<file path="src/rtl/bcd_pkg.sv">
// Shared definitions for the BCD down-counter: state encoding and digit constants.
package bcd_pkg;

  typedef enum logic [1:0] {
    IDLE    = 2'd0,
    RUN     = 2'd1,
    EXPIRED = 2'd2
  } state_t;

  localparam int          BCD_W   = 4;
  localparam logic [3:0]  BCD_MAX = 4'd9;

endpackage

</file>
<file path="src/rtl/bcd_down_digit.sv">
// One BCD digit of the decrement chain: subtracts the incoming borrow, wrapping 0 -> 9.
module bcd_down_digit
  import bcd_pkg::*;
(
  input  logic [3:0] digit,
  input  logic       borrow_in,
  output logic [3:0] digit_next,
  output logic       borrow_out
);

  logic w_is_zero;

  assign w_is_zero  = (digit == 4'd0);
  assign borrow_out = borrow_in & w_is_zero;

  always_comb begin
    digit_next = digit;
    if (borrow_in) begin
      digit_next = w_is_zero ? BCD_MAX : (digit - 4'd1);
    end
  end

endmodule

</file>
<file path="src/rtl/bcd_down_counter.sv">
// Multi-digit BCD countdown timer with load/reload register, expiry pulse and optional auto-reload.
module bcd_down_counter
  import bcd_pkg::*;
#(
  parameter int DIGITS = 2,
  parameter bit WRAP   = 1'b0
)(
  input  logic                    clk,
  input  logic                    reset,
  input  logic                    load,
  input  logic [BCD_W*DIGITS-1:0] load_val,
  input  logic                    start,
  input  logic                    en,
  output logic [BCD_W*DIGITS-1:0] count_out,
  output logic                    zero,
  output logic                    done,
  output logic                    busy
);

  localparam int CW = BCD_W * DIGITS;

  state_t          r_state, w_state_nxt;
  logic [CW-1:0]   r_count, w_count_nxt;
  logic [CW-1:0]   r_reload, w_reload_nxt;
  logic            r_done, w_done_nxt;
  logic [CW-1:0]   w_count_dec;
  logic [DIGITS:0] w_borrow;
  logic            w_zero;
  logic            w_is_one;
  logic            w_reload_zero;

  function automatic logic [CW-1:0] sanitise(input logic [CW-1:0] v);
    logic [CW-1:0] r;
    r = v;
    for (int i = 0; i < DIGITS; i++) begin
      if (v[i*BCD_W +: BCD_W] > BCD_MAX) r[i*BCD_W +: BCD_W] = BCD_MAX;
    end
    return r;
  endfunction

  // A borrow that ripples out of the top digit means every digit was zero.
  assign w_borrow[0] = 1'b1;

  for (genvar g = 0; g < DIGITS; g++) begin : g_digit
    bcd_down_digit u_digit (
      .digit      (r_count[g*BCD_W +: BCD_W]),
      .borrow_in  (w_borrow[g]),
      .digit_next (w_count_dec[g*BCD_W +: BCD_W]),
      .borrow_out (w_borrow[g+1])
    );
  end

  assign w_zero        = w_borrow[DIGITS];
  assign w_is_one      = (r_count == CW'(1));
  assign w_reload_zero = (r_reload == '0);

  always_comb begin
    w_state_nxt  = r_state;
    w_count_nxt  = r_count;
    w_reload_nxt = r_reload;
    w_done_nxt   = 1'b0;
    if (load) begin
      w_count_nxt  = sanitise(load_val);
      w_reload_nxt = sanitise(load_val);
      w_state_nxt  = IDLE;
    end else if (start) begin
      case (r_state)
        IDLE: begin
          if (!w_zero) begin
            w_state_nxt = RUN;
          end else begin
            w_done_nxt  = 1'b1;
            w_state_nxt = WRAP ? RUN : EXPIRED;
          end
        end
        RUN: w_count_nxt = r_reload;
        EXPIRED: begin
          w_count_nxt = r_reload;
          if (w_reload_zero) w_done_nxt  = 1'b1;
          else               w_state_nxt = RUN;
        end
        default: w_state_nxt = IDLE;
      endcase
    end else if (en && (r_state == RUN)) begin
      // Only reachable with auto-reload: the cycle after expiry restarts from reload.
      if (w_zero) begin
        w_count_nxt = r_reload;
        w_done_nxt  = w_reload_zero;
      end else begin
        w_count_nxt = w_count_dec;
        if (w_is_one) begin
          w_done_nxt = 1'b1;
          if (!WRAP) w_state_nxt = EXPIRED;
        end
      end
    end
  end

  always_ff @(posedge clk) begin
    if (reset) begin
      r_state  <= IDLE;
      r_count  <= '0;
      r_reload <= '0;
      r_done   <= 1'b0;
    end else begin
      r_state  <= w_state_nxt;
      r_count  <= w_count_nxt;
      r_reload <= w_reload_nxt;
      r_done   <= w_done_nxt;
    end
  end

  assign count_out = r_count;
  assign zero      = w_zero;
  assign done      = r_done;
  assign busy      = (r_state == RUN);

endmodule

</file>
<file path="config.mk">
export PLATFORM = sky130hd
export DESIGN_NAME = bcd_down_counter
export DESIGN_NICKNAME = d
export VERILOG_FILES = /design/src/rtl/bcd_pkg.sv /design/src/rtl/bcd_down_digit.sv /design/src/rtl/bcd_down_counter.sv
export SDC_FILE = /design/constraint.sdc
export NUM_CORES = 1
export LEC_CHECK = 0
export ABC_AREA = 1
export ABC_CLOCK_PERIOD_IN_PS = 1600
export CAP_MARGIN = 20
export CORE_MARGIN = 2
export CORE_UTILIZATION = 38
export CTS_CLUSTER_DIAMETER = 120
export DETAILED_ROUTE_END_ITERATION = 6
export GPL_TIMING_DRIVEN = 0
export SYNTH_ARGS = -nofsm -noshare
export SYNTH_HDL_FRONTEND = slang
export SYNTH_SLANG_ARGS = --single-unit
export TNS_END_PERCENT = 20
</file>
<file path="constraint.sdc">
create_clock -name clk -period 1.6 [get_ports clk]
set_clock_uncertainty 0.05 [all_clocks]
set_input_delay 0.16 -clock clk [delete_from_list [all_inputs] [get_ports clk]]
set_output_delay 0.16 -clock clk [all_outputs]
set_load 0.005 [all_outputs]
</file>
==> results.md <==
* Maximum vdd ir drop at 478 uV
* Vias at approximately 1,200
* Tcrit/Tclk final at a little over nine tenths
* Layout Nets at between 200 and 250
* Detailed Place HPWL at 2190 um
* Final wirelength at 3010 um
* DRT iter0 DRCs at between 70 and 80
* Clock sink total at 19
* Core box area at 2810 um2
* Root buffer cell: clkbuf_4
* H-Tree Level Count at 1
* Site Rows at 19
* CTS tree: built
* Reg area at between 300 and 400 um2
* Slew HR at 68.8%
* Total GRT Usage at about a fifth
* Share of cells above drive strength 1 at approximately 20%
* Longest Clk Path Bufs at 2
* Worst Setup Start Kind: flip-flop
* Synth Warn # at 0
* Grt total ovfl at 0
* Max_cap viols at 0
* Crit Path Category: flip-flop to primary output
* Primary FF master, synth: dfxtp_1
* # setup viols final at 0
* # diodes at 0
* Die height at approximately 60 um
* Multi-input gate area at 706 um2
* Area delta synth->final at 33.6%
* Largest net degree at the start of global routing at 11
* Fin. Hold Viols at 0
* Final ANT Viol Nets at 0
* GPL Wtd Cong at 0.881
* Vias per cell at 5.11
* CP arrival at 1320 ps
* Most common cell in the synthesized netlist: nand2_1
* Pleak at 0.000671 uW
* Failing checks: design-rule violations
* Initial antenna violation count at 0
* Fraction of registers with async set/reset at 0%
* Crit path max fanout at 6
* Setup TNS at 0 ps
* Worst hold slack at 182 ps
* Mean Syn Cell Area at 6.40 um2
* Synth area leader: dfxtp_1
* Fin crit period at 1530 ps
* Hold crit path type: input port to flip-flop
* Post-Route Utilization at 54.6%
* Initial core utilization at between 40% and 50%
* Synth Net Count at 195
* Full die area at 3470 um2
* First-pass GRT wire length at 5040 um
* I/O Pins at 24
* Pwr/cell area at 832 nW/um2
* Synth Register Bits at 19
* CTS clock-pin slew for the worst setup and hold paths at 110 ps
* Post-Syn Area at about 1100 um2
* Critical Path End Type: primary output
* Commonest cells in the netlist: nand2_1, inv_1, dfxtp_1, nor2_1, o21ai_0
* Seq/Total Area, Yosys at 33.2%
* Number of synthesized flops with an enable pin at 0
* Largest cells by area after synthesis: dfxtp_1, nand2_1, o21ai_0
* F_max at between 600 and 700 MHz
* Req. time, crit path at ~1400 ps
* CTS buffer count at 3
* Chip Width at roughly 59 um
* TritonRoute pass-1 iters at 6
* FILL cells at 290
* Run status: complete, but fails checks
* Synthesized instance count at ~180
* Final slew viol count at 0
* Clock Latency Late Sink at ~310 ps
* Vias in the first global route at between 1,000 and 1,500
* Per-cell routed wire length at 12.5 um
* Port bufs at 22
* Worst-Margin Slew at 467 ps
* Synth cell types at 20
* Synth top area share at 33.2%
* # DRC at 3
## where the power goes
part	leakage [uW]	total, uW	internal (uW)	switching [uW]
registers	0.000160	558	515	43.3
clock network	0.0000150	254	97.4	157
logic	0.000496	463	210	253
## registers in the layout, summed over array words and instances, names as in the netlist
signal / cells
r_state: 2
done: 1
r_reload: 8
count_out: 8
## area by class of cell
type | count | share of cell area (%)
Clock buffer | 4 | 1.72
Buffer | 2 | 0.490
Inverter | 25 | 6.45
Multi-Input combinational cell | 133 | 46.1
Sequential cell | 19 | 25.8
Tap cell | 31 | 2.53
Timing Repair Buffer | 27 | 16.9
## cells in the final DEF (no fill, tap or decap), types with 3 or more instances in the layout
master,n
clkbuf_4,3
o21ai_0,16
dfxtp_1,11
a21oi_1,14
nand3_1,15
nor2_2,7
inv_1,21
clkdlybuf4s50_1,20
nor2_4,3
dfxtp_2,6
buf_4,5
nand2_2,6
nand2_1,42
clkbuf_1,3
nor2_1,16
## critical path: stages (launching register included)
cell	delay, ps
dfxtp_4	370
buf_4	140
clkdlybuf4s50_1	500
## kinds of logic (layout without fill, tap and decap cells)
kind of cell             after synthesis  count (layout)  share of synthesized area [%]
buffers and inverters                 27              58                           9.06
flip-flops                            19              19                           33.2
AND/OR/NAND/NOR                       95              95                           38.9
adder cells (fa/ha/maj)                3               3                           3.28
AO/OA/AOI/OAI                         35              35                           15.6
## per-stage QoR
| step | power (uW) | cells | cell area, um2 | setup slack [ps] |
|---|---|---|---|---|
| 6_report | 1270 | 241 | 1530 | 69.6 |
| 4_1_cts | 1260 | 240 | 1480 | -53.3 |
| 2_1_floorplan | 814 | 179 | 1150 | 199 |
| 3_5_place_dp | 968 | 232 | 1410 | -161 |
| 5_1_grt | 1370 | 241 | 1530 | -6.48 |
| 3_3_place_gp | 964 | 232 | 1410 | -173 |
## worst paths after layout
check | start | end | slack (ps) | cells past startpoint
max reg2reg | r_state[0] | count_out[5] | 110 | 11
max | count_out[0] | count_out[0] | 70 | 2
min reg2reg | r_reload[5] | count_out[5] | 460 | 2
min | reset | count_out[3] | 180 | 2
## routing by layer
metal	GRT usage [%]	vias up	part of all wire, %	wire length [um]
li1	-	636	-	-
met3	4.84	5	4.2	125
met4	5.84	0	1.1	32
met5	0	-	0	0
met1	23.8	565	47	1420
met2	32.2	26	48	1430
## timing repair
item | in CTS | in global routing
buffers inserted | 4 | 1
resized for setup | 13 | 13
pin swaps | 3 | 4
hold buffers | 0 | 0
endpoints found under the hold margin | 0 | 0
setup endpoints to repair | 3 | 6
Note: power is estimated with default switching activity, not from simulation.
==> patch: new RTL, config.mk and constraints unchanged <==
Change the parameter `WRAP` from 1'b0 to 1'b1.
--- a/src/rtl/bcd_down_counter.sv
+++ b/src/rtl/bcd_down_counter.sv
@@ -3,7 +3,7 @@
   import bcd_pkg::*;
 #(
   parameter int DIGITS = 2,
-  parameter bit WRAP   = 1'b0
+  parameter bit WRAP   = 1'b1
 )(
   input  logic                    clk,
   input  logic                    reset,
Check against the original RTL: not equivalent (a bounded check fails within 4 cycles, from zero or initial values and one cycle with reset high).
==> patch against the unedited design <==
Final area shrank 9.2%. Sequential cell count shrank 1. Via count shrank 13%. Critical path type unchanged. Combinational power shrank 18%. Worst setup slack gained 0.013 ns. Non-clock buffer count grew 3. Routed wire length shrank 12%. Clock power grew 11%. Synthesized cell count shrank 14%. Critical path depth is the same. Power shrank 8.4%. Sequential share of layout area grew 0.92 points. Synthesized area shrank 11%.
==> patch: results (changes against the unedited design) <==
[worst_hold_path]
hold_path_startpoint=en  ; was reset
hold_depth=3  ; was 2
min_to=done$_SDFF_PP0_  ; was count_out[3]$_SDFFE_PP0P_

[route]
dr.pass1.iters=4  ; was 6
vias_per_cell=4.91  ; was 5.11
finalWirelength_mm=2.65  ; was 3.01 mm
drtIter0Drc=40  ; was 71

[placement]
placed_area_mm2=0.00128  ; was 0.00141 mm2
io_buffer_count=23  ; was 22
gp_congestion=0.832  ; was 0.881
hpwl_mm=1.99  ; was 2.19 mm
place_inst=207  ; was 232

[global_routing]
grt_usage=0.188  ; was 0.191
grt_pass1_wl_mm=4.64  ; was 5.04 mm
grt_pass1_vias=1009  ; was 1,170
grt_max_degree=11  ; unchanged

[synthesis]
synth_enable_flop_cells=0  ; unchanged
async_reset_ff_frac=0  ; unchanged
synthDistinctLibCells=21  ; was 20
synthTopCellsByArea=dfxtp_1 (35%), nand2_1 (12%), a21oi_1 (6.9%)  ; was dfxtp_1 (33%), nand2_1 (14%), o21ai_0 (7.9%)
yosysSeqAreaShare=0.355  ; was 0.332
ys_top_cells_by_count=nand2_1 (32), dfxtp_1 (18), inv_1 (16), a21oi_1 (14), nand3_1 (14)  ; was nand2_1 (43), inv_1 (23), dfxtp_1 (19), nor2_1 (19), o21ai_0 (18)
syn_avg_cell_area_um2=6.60  ; was 6.40 um2
synth_nets=167  ; was 195

[pwr]
power.leakage_nw=0.619  ; was 0.671 nW
p_comb_mw=0.380  ; was 0.463 mW
power_frac_seq=0.433  ; was 0.438
powerSeq_mw=0.506  ; was 0.558 mW
peakVddDrop_mv=0.643  ; was 0.478 mV
p_switching_mw=0.373  ; was 0.453 mW

[timing]
hold_ws_ns=0.409  ; was 0.182 ns
relSlewSlack=0.787  ; was 0.688

[clock_network]
numCtsBuffers=3  ; unchanged
clkLatencyLatePin_ns=0.29  ; was 0.31 ns
cts_setup_buffers=7  ; was 4
htree_levels=1  ; unchanged
cts-resized-gates=11  ; was 13

[finish]
layout.cells.non_filler=218  ; was 241
drive_gt1_frac=0.213  ; was 0.200
layout.nets=202  ; was 227

[worst_setup_path]
worstPathMaxFanout=4  ; was 6
worst_ep_arrival_time_ns=1.31
reg2reg_slack_ns=0.28  ; was 0.11 ns
cp_top_family=buffers and inverters  ; unchanged
r2r-start=r_state[0]$_SDFFE_PP0P_  ; unchanged
reg2reg_depth=7  ; was 11

[run_status]
status=completed  ; was finished, violations left

## patch: cell families (layout without fill, tap and decap cells)
group / count (synthesis) / count (layout) / share of synthesized area
flops: 18 / 18 / 0.355
simple gates: 72 / 72 / 0.349
compound gates: 35 / 35 / 0.187
buf+inv: 29 / 63 / 0.110
## patch: layer usage
metal,vias up,wire length [um],GRT usage
met4,0,15,0.0314
met2,23,1270,0.311
li1,567,-,-
met1,478,1250,0.249
met5,-,0,0
met3,2,122,0.0512
## patch: stage by stage
step            util  setup slack [ns]
6_report       0.556            0.0826
2_1_floorplan      -             0.425
3_5_place_dp   0.514           -0.0558
3_3_place_gp   0.514           -0.0495
4_1_cts        0.556            0.0689
5_1_grt        0.556            0.0327
## patch: cell type report
type | instances | area, um2
fill | 251 | 1110
buffer | 2 | 10.0
multi-input combinational | 107 | 549
timing repair buffer | 30 | 282
tap | 30 | 37.5
inverter | 27 | 104
sequential | 18 | 372
clock buffer | 4 | 36.3
